--- config.mk ---
export PLATFORM = sky130hd
export DESIGN_NAME = uart_tx_fifo
export DESIGN_NICKNAME = d
export VERILOG_FILES = /design/src/rtl/uart_tx_fifo.sv
export SDC_FILE = /design/constraint.sdc
export NUM_CORES = 1
export LEC_CHECK = 0
export CORE_MARGIN = 2
export CORE_UTILIZATION = 50
export DETAILED_ROUTE_END_ITERATION = 8
export HOLD_SLACK_MARGIN = 0.08
export PLACE_DENSITY = 0.68
export SETUP_SLACK_MARGIN = 0.15
export SYNTH_ARGS = -nofsm -noshare
export SYNTH_HDL_FRONTEND = slang
export SYNTH_SLANG_ARGS = --single-unit
--- constraint.sdc ---
create_clock -name clk -period 3.49 [get_ports clk]
set_clock_uncertainty 0.1 [all_clocks]
set_input_delay 0.698 -clock clk [delete_from_list [all_inputs] [get_ports clk]]
set_output_delay 0.698 -clock clk [all_outputs]
set_load 0.005 [all_outputs]
--- src/rtl/uart_tx_fifo.sv ---
// uart_tx_fifo: UART transmitter fed by an internal FIFO, with optional parity and 1 or 2 stop bits.
module uart_tx_fifo #(
  parameter int DATA_BITS  = 8,
  parameter int PARITY     = 0,
  parameter int STOP_BITS  = 1,
  parameter int FIFO_DEPTH = 8
) (
  input  logic                        clk,
  input  logic                        reset,
  input  logic                        baud_tick,
  input  logic [DATA_BITS-1:0]        s_data,
  input  logic                        s_valid,
  output logic                        s_ready,
  output logic                        tx,
  output logic                        busy,
  output logic                        tx_done,
  output logic [$clog2(FIFO_DEPTH):0] fifo_count
);
  localparam int AW = $clog2(FIFO_DEPTH);
  localparam int CW = AW + 1;
  localparam int IW = $clog2(DATA_BITS + 1);
  typedef enum logic [2:0] {S_IDLE, S_START, S_DATA, S_PAR, S_STOP} state_t;
  state_t r_state, w_state_n;
  logic [DATA_BITS-1:0] r_mem [FIFO_DEPTH];
  logic [AW-1:0] r_wr_ptr, r_rd_ptr;
  logic [CW-1:0] r_count;
  logic [DATA_BITS-1:0] r_data, w_data_n, w_head;
  logic [IW-1:0] r_idx, w_idx_n;
  logic [1:0] r_stop, w_stop_n, w_stop_inc;
  logic r_par, w_par_n, r_tx, w_tx_n, r_busy, w_busy_n, r_done, w_done_n;
  logic w_push, w_pop, w_nonempty;
  assign s_ready    = r_count != CW'(FIFO_DEPTH);
  assign w_push     = s_valid && s_ready;
  assign w_nonempty = r_count != '0;
  assign w_head     = r_mem[r_rd_ptr];
  assign w_stop_inc = r_stop + 2'd1;
  assign tx         = r_tx;
  assign busy       = r_busy;
  assign tx_done    = r_done;
  assign fifo_count = r_count;
  // r_data shifts right so the next bit to send is always bit 0; parity is latched at pop time
  always_comb begin
    w_state_n = r_state;
    w_data_n  = r_data;
    w_par_n   = r_par;
    w_idx_n   = r_idx;
    w_stop_n  = r_stop;
    w_tx_n    = r_tx;
    w_busy_n  = r_busy;
    w_done_n  = 1'b0;
    w_pop     = 1'b0;
    if (baud_tick) begin
      case (r_state)
        S_IDLE: begin
          w_pop     = w_nonempty;
          w_tx_n    = !w_nonempty;
          w_busy_n  = w_nonempty;
          w_state_n = w_nonempty ? S_START : S_IDLE;
        end
        S_START: begin
          w_tx_n    = r_data[0];
          w_data_n  = r_data >> 1;
          w_idx_n   = IW'(1);
          w_state_n = S_DATA;
        end
        S_DATA: begin
          if (r_idx == IW'(DATA_BITS)) begin
            w_tx_n    = (PARITY != 0) ? r_par : 1'b1;
            w_stop_n  = '0;
            w_state_n = (PARITY != 0) ? S_PAR : S_STOP;
          end else begin
            w_tx_n   = r_data[0];
            w_data_n = r_data >> 1;
            w_idx_n  = r_idx + IW'(1);
          end
        end
        S_PAR: begin
          w_tx_n    = 1'b1;
          w_stop_n  = '0;
          w_state_n = S_STOP;
        end
        S_STOP: begin
          w_stop_n = w_stop_inc;
          if (w_stop_inc == 2'(STOP_BITS)) begin
            w_done_n  = 1'b1;
            w_pop     = w_nonempty;
            w_tx_n    = !w_nonempty;
            w_busy_n  = w_nonempty;
            w_state_n = w_nonempty ? S_START : S_IDLE;
          end
        end
        default: w_state_n = S_IDLE;
      endcase
      if (w_pop) begin
        w_data_n = w_head;
        w_par_n  = (PARITY == 2) ? ^w_head : ~^w_head;
      end
    end
  end
  always_ff @(posedge clk) begin
    if (!reset) begin
      r_state  <= S_IDLE;
      r_data   <= '0;
      r_par    <= 1'b0;
      r_idx    <= '0;
      r_stop   <= '0;
      r_tx     <= 1'b1;
      r_busy   <= 1'b0;
      r_done   <= 1'b0;
      r_wr_ptr <= '0;
      r_rd_ptr <= '0;
      r_count  <= '0;
    end else begin
      r_state  <= w_state_n;
      r_data   <= w_data_n;
      r_par    <= w_par_n;
      r_idx    <= w_idx_n;
      r_stop   <= w_stop_n;
      r_tx     <= w_tx_n;
      r_busy   <= w_busy_n;
      r_done   <= w_done_n;
      r_wr_ptr <= r_wr_ptr + AW'(w_push);
      r_rd_ptr <= r_rd_ptr + AW'(w_pop);
      r_count  <= r_count + CW'(w_push) - CW'(w_pop);
    end
  end
  always_ff @(posedge clk) begin
    if (w_push) r_mem[r_wr_ptr] <= s_data;
  end
endmodule

Word level (Yosys, flattened, before mapping)
Memories as Yosys holds them, arrays and structs flattened. A register that Yosys moved wholly into a read port is not among the register bits. Index checks and enable logic that the tools add are counted.

Register bits after elaboration: 30. Bits in latches: 0. RAM bits: 64. Memory bits (read-only): 0. Bits of input ports: 12. Output and inout port bits: 8. Memories: 1.

Add/sub/neg operators: 6. $mul: 0. Divide/modulo/power cells: 0. Order comparisons: 0. Eq/ne operators: 11. Shifts and indexed selects: 0. Multiplexer cells: 24. Bitwise gates (word level): 0. Reductions and logical operators: 16.

Memories: r_mem (depth 8, bits a word 8, rd ports 1, clocked after Yosys merged registers in 1, write ports 1, line 24) `logic [DATA_BITS-1:0] r_mem [FIFO_DEPTH];`.

Operators by type and width (count): 3-bit AND reduction (7); 8-bit 2-to-1 mux (2); 8-bit one-hot mux with 2 select lines (1); 3-bit one-hot mux with 5 select lines (1); 1-bit 2-to-1 mux (10); 3-bit 2-to-1 mux (3); 4-bit one-hot mux with 2 select lines (1); 3-bit by 1-bit adder with 3-bit output (2); 3-bit by 2-bit == test with 1-bit output, second input constant (2); 2-bit != test, second input constant (3); 2-bit one-hot mux with 3 select lines (1); 3-bit nonzero test (2); 1-bit one-hot mux with 5 select lines (1); 5-bit nonzero test (1); 4-bit by 1-bit adder with 4-bit output (1); 4-bit by 1-bit adder with 4-bit output, second input constant (1); 4-bit == test, second input constant (1); 4-bit 2-to-1 mux (1); 4-bit != test, second input constant (1); 1-bit one-hot mux with 2 select lines (2); 2-bit nonzero test (2); 4-bit nonzero test (1); 4-bit by 1-bit subtractor with 4-bit output (1); 3-bit by 1-bit == test with 1-bit output, second input constant (1); other kinds (8) (8).

Depth between registers and ports, before layout
Depth after elaboration: 8. Mapped depth: 12. Mapped depth without buffers: 11.

Least setup slack after synthesis
OpenSTA, ideal clock, no wires.

Path kind: flip-flop to flip-flop. Start point: register r_count[2] (netlist: fifo_count[2]). End point: register r_count[2] (netlist: fifo_count[2]). Arrival time: 2.388 ns. Setup slack: 0.888 ns. Stages on the path, launching flop included: 13. Path buffers: 1. Path through: dfxtp_1 -> inv_1 -> ha_1 -> or3b_4 -> and4_4 -> buf_2 -> ha_1 -> inv_1 -> ha_1 -> inv_1 -> fa_1 -> xnor2_1 -> and2_1.

Word-level cells in the longest chain between the ends: 6.

Ends and longest elaborated chain: start: declaration (line 26) `logic [CW-1:0] r_count;`; start signal: assignment (line 124) `r_count <= r_count + CW'(w_push) - CW'(w_pop);`; branches (longest 5 deep; another with 4-bit by 1-bit adder with 4-bit output); 4-bit by 1-bit subtractor with 4-bit output * (line 124).

Mark *: on every way between the ends. The select of a mux whose other input is x is not followed. A chain may end at the register's enable or synchronous reset.

Worst setup path after layout
Start point: input baud_tick. End point: register r_count[2] (netlist: fifo_count[2]).

Word-level cells in the longest chain between the ends: 2.

Ends and longest elaborated chain: start: declaration (line 10) `input logic baud_tick,`; 1-bit 2-to-1 mux (line 52) `if (baud_tick) begin`; 4-bit by 1-bit subtractor with 4-bit output (line 124).

No other way between the ends.

==> metrics.md <==
| Metric | Value |
|---|---|
| RSZ-0062 raised after global routing | false |
| Status | complete, no violations |
| Layout area overhead | 11.8% |
| Largest stage delay on the critical path | 0.59 ns |
| Power Internal | 2.03 mW |
| Crit path capture type | flip-flop |
| PnR Total Power | 2.99 mW |
| Synth Register Bits | 94 |
| Reg power frac | 47.6% |
| Reg-to-Reg End | fifo_count[2] |
| PostCTS Resize Cnt | 0 |
| Num rows | 32 |
| TritonCTS Buffers | 9 |
| Achievable Freq | 375 MHz |
| Setup Viol. Count Final | 0 |
| Share of layout cells above drive strength 1 | 12.4% |
| Final hold vios | 0 |
| Net Sw Power | 0.957 mW |
| CP Class | primary input to flip-flop |
| Top cell type's share of synthesized area | 47.9% |
| Grt met2 use | 28.6% |
| M3 GR Usage | 5.16% |
| CP startpoint | baud_tick |
| Crit share post-route | 76.4% |
| Root Buffer | clkbuf_8 |
| GRT Overall Usage | 18.3% |
| Die width | 93.6 microns |
| Post-synthesis sequential area ratio | 62.8% |
| NumNets Final | 344 |
| Antenna diodes | 0 |
| Ys Warns | 0 |
| CTS tree | built |
| Worst-Skew Late Latency | 0.35 ns |
| Initial DRC count | 193 |
| Die Ht | 93.6 microns |
| Area contributors post-synth | edfxtp_1, dfxtp_1, mux4_2 |
| Vias in the first global route | 2345 |
| Max-slew violation count | 0 |
| Cell Pwr Density | 665 nW/um^2 |
| Core Region | 7770 sq um |
| CTS max path bufs | 2 |
| Input/output buffers | 19 |
| Worst Path Max Fanout | 12 |
| Count of different cell masters after synthesis | 48 |
| Launching point of the worst reg2reg path | fifo_count[2] |
| Detailed-route DRC error count | 0 |
| Setup crit end | fifo_count[2] |
| H-tree depth | 3 |
| Final HPWL DP | 4660 microns |
| M1 GR Usage | 25.3% |
| Critical Path, Cell by Cell | clkdlybuf4s50_1, and4_4, ha_1, inv_1, ha_1, inv_1, fa_1, xnor2_1, and2_1 |
| Grt total ovfl | 0 |
| Hold_buf cts | 0 |
| Syn Area/Cell | 13.7 sq um |
| Gr busiest metal | met2 |
| # Max-Cap Violations | 0 |
| Mapped Nets | 320 |
| Post-CTS setup repair buffer count | 0 |
| Via Count | 2332 |
| Final Hold Slack | 0.369 ns |
| Reg2reg setup slack | 0.85 ns |
| Final antenna-violating net count | 0 |
| First drt pass iteration count | 6 |
| Initial core utilization | 51.7% |
| Via/cell ratio | 5.49 |
| Clock Power Share | 22.2% |
| Peak supply drop | 0.000374 V |
| Post-DR wirelength/cell | 17.3 microns |
| Relative max-transition margin | 36.7% |
| Final wirelength | 7370 microns |
| Post-route setup TNS | 0 ns |
| IO Pins | 20 |
| Kind of start point of the critical path | primary input |
| Reg2Reg Depth | 11 |
| Post-Syn Instances | 294 |
| Leakage Power | 1.57 nW |
| First-pass GRT wire length | 11900 microns |
| Sw frac | 32.1% |
| Initial antenna violation count | 0 |
| Slew @ Worst Pin | 0.946 ns |
| Area leader, netlist | edfxtp_1 |
| Hold Path Class | flip-flop to flip-flop |
| Num Clock Sinks | 94 |
| Worst path slowest cell | clkdlybuf4s50_1 |
| Post-synthesis cell area | 4020 sq um |
| Comb power frac | 30.2% |
| Die area | 8760 sq um |
| Arrival time of the worst setup path | 2.81 ns |
| Routability-driven placement congestion ratio | 0.758 |
| Clock slew at reported path FFs | 0.09 ns |
| CP required | 3.64 ns |
| Largest net degree at the start of global routing | 30 |
| Minimum clock period after layout | 2.67 ns |
==> state kept, by name, indices dropped and copies added (netlist names) <==
register,count
tx_done,1
r_rd_ptr,3
busy,1
r_mem,64
tx,1
r_wr_ptr,3
r_state,3
r_stop,2
r_data,8
fifo_count,4
r_idx,4
==> cells by family after synthesis <==
group | synth area share, %
DFF | 62.8
and+or+nand+nor | 11.3
AOI/OAI and AO/OA | 7.29
buffers and inverters | 3.49
muxes | 9.04
adders and majority gates | 4.55
xor gates and xnor gates | 1.53
==> power by group through the flow <==
stage | Sequential (mW) | Combinational (mW) | Clock [mW]
after floorplan | 1.41 | 0.714 | 0
after global placement | 1.44 | 0.891 | 0
after detailed placement | 1.44 | 0.906 | 0
after CTS | 1.42 | 0.913 | 0.675
after global routing | 1.44 | 1.01 | 0.712
final | 1.42 | 0.902 | 0.662
==> synth_stat cells, drive strengths merged <==
master	count
or3b	2
a21o	1
and4	1
nand2b	10
mux4	9
dfxtp	30
ha	13
nor2b	5
and3b	1
o21ai	4
o2111ai	1
nand4b	1
a22oi	6
buf	10
o21a	1
fa	1
edfxtp	64
a22o	1
clkbuf	5
inv	13
nand3	11
o211ai	2
a32o	1
xnor2	1
a21oi	4
or2	3
o31ai	8
nor2	15
a21boi	1
nand3b	1
nand2	16
o32ai	1
mux2i	16
nor3	2
o22ai	1
xor2	6
o2bb2ai	1
and3	2
and2	12
a31oi	8
o311ai	1
nand4	2
==> cells in the final DEF (no fill, tap or decap), types with 9 or more instances in the layout <==
cell type | netlist | final
ha_1 | 13 | 13
clkdlybuf4s50_1 | 0 | 19
nand3_1 | 11 | 11
nand2_1 | 16 | 16
buf_4 | 2 | 9
inv_1 | 13 | 13
mux4_2 | 9 | 9
nor2_1 | 14 | 14
edfxtp_1 | 64 | 64
nand2b_1 | 10 | 10
dfxtp_1 | 30 | 30
and2_1 | 12 | 12
clkbuf_8 | 0 | 9
mux2i_1 | 16 | 16
==> worst min-delay path by stage <==
| stage | startpoint | end | slack, ns | cells past startpoint |
|---|---|---|---|---|
| after floorplan | r_stop[0] | r_stop[0] | 0.33 | 2 |
| after global placement | r_stop[0] | r_stop[0] | 0.34 | 2 |
| after detailed placement | r_stop[0] | r_stop[0] | 0.36 | 2 |
| after CTS | r_stop[0] | r_stop[0] | 0.37 | 2 |
| after global routing | r_stop[0] | r_stop[0] | 0.39 | 2 |
| final | r_stop[0] | r_stop[0] | 0.37 | 2 |
==> cell type report <==
| class | instances | area [sq um] |
|---|---|---|
| fillers | 670 | 3280 |
| well taps | 102 | 128 |
| clock inverters | 7 | 55.1 |
| flip-flops and latches | 94 | 2520 |
| repair buffers | 28 | 258 |
| multi-input cells | 172 | 1350 |
| clock buffers | 9 | 124 |
| inverters | 13 | 48.8 |
==> per-layer routing <==
layer	vias to the layer above	share of wire, %
li1	1137	-
met2	48	47
met5	-	0
met1	1141	47
met4	0	1.0
met3	6	4.6
==> critical path: cells and delay by family <==
family,cells,cell delay [ns]
buffers and inverters,3,0.70
XOR/XNOR,1,0.13
AND/OR/NAND/NOR,2,0.51
adder cells (fa/ha/maj),3,0.77
==> metrics by stage <==
step                      worst slack, ns  util, %  cell area (sq um)  instances
after floorplan                     0.888        -               4020        294
after global placement              0.519     55.5               4310        409
after detailed placement            0.467     55.5               4310        409
after CTS                           0.803     57.8               4490        425
after global routing                0.705     57.8               4490        425
final                               0.824     57.8               4490        425
Note: power is estimated with default switching activity, not from simulation.
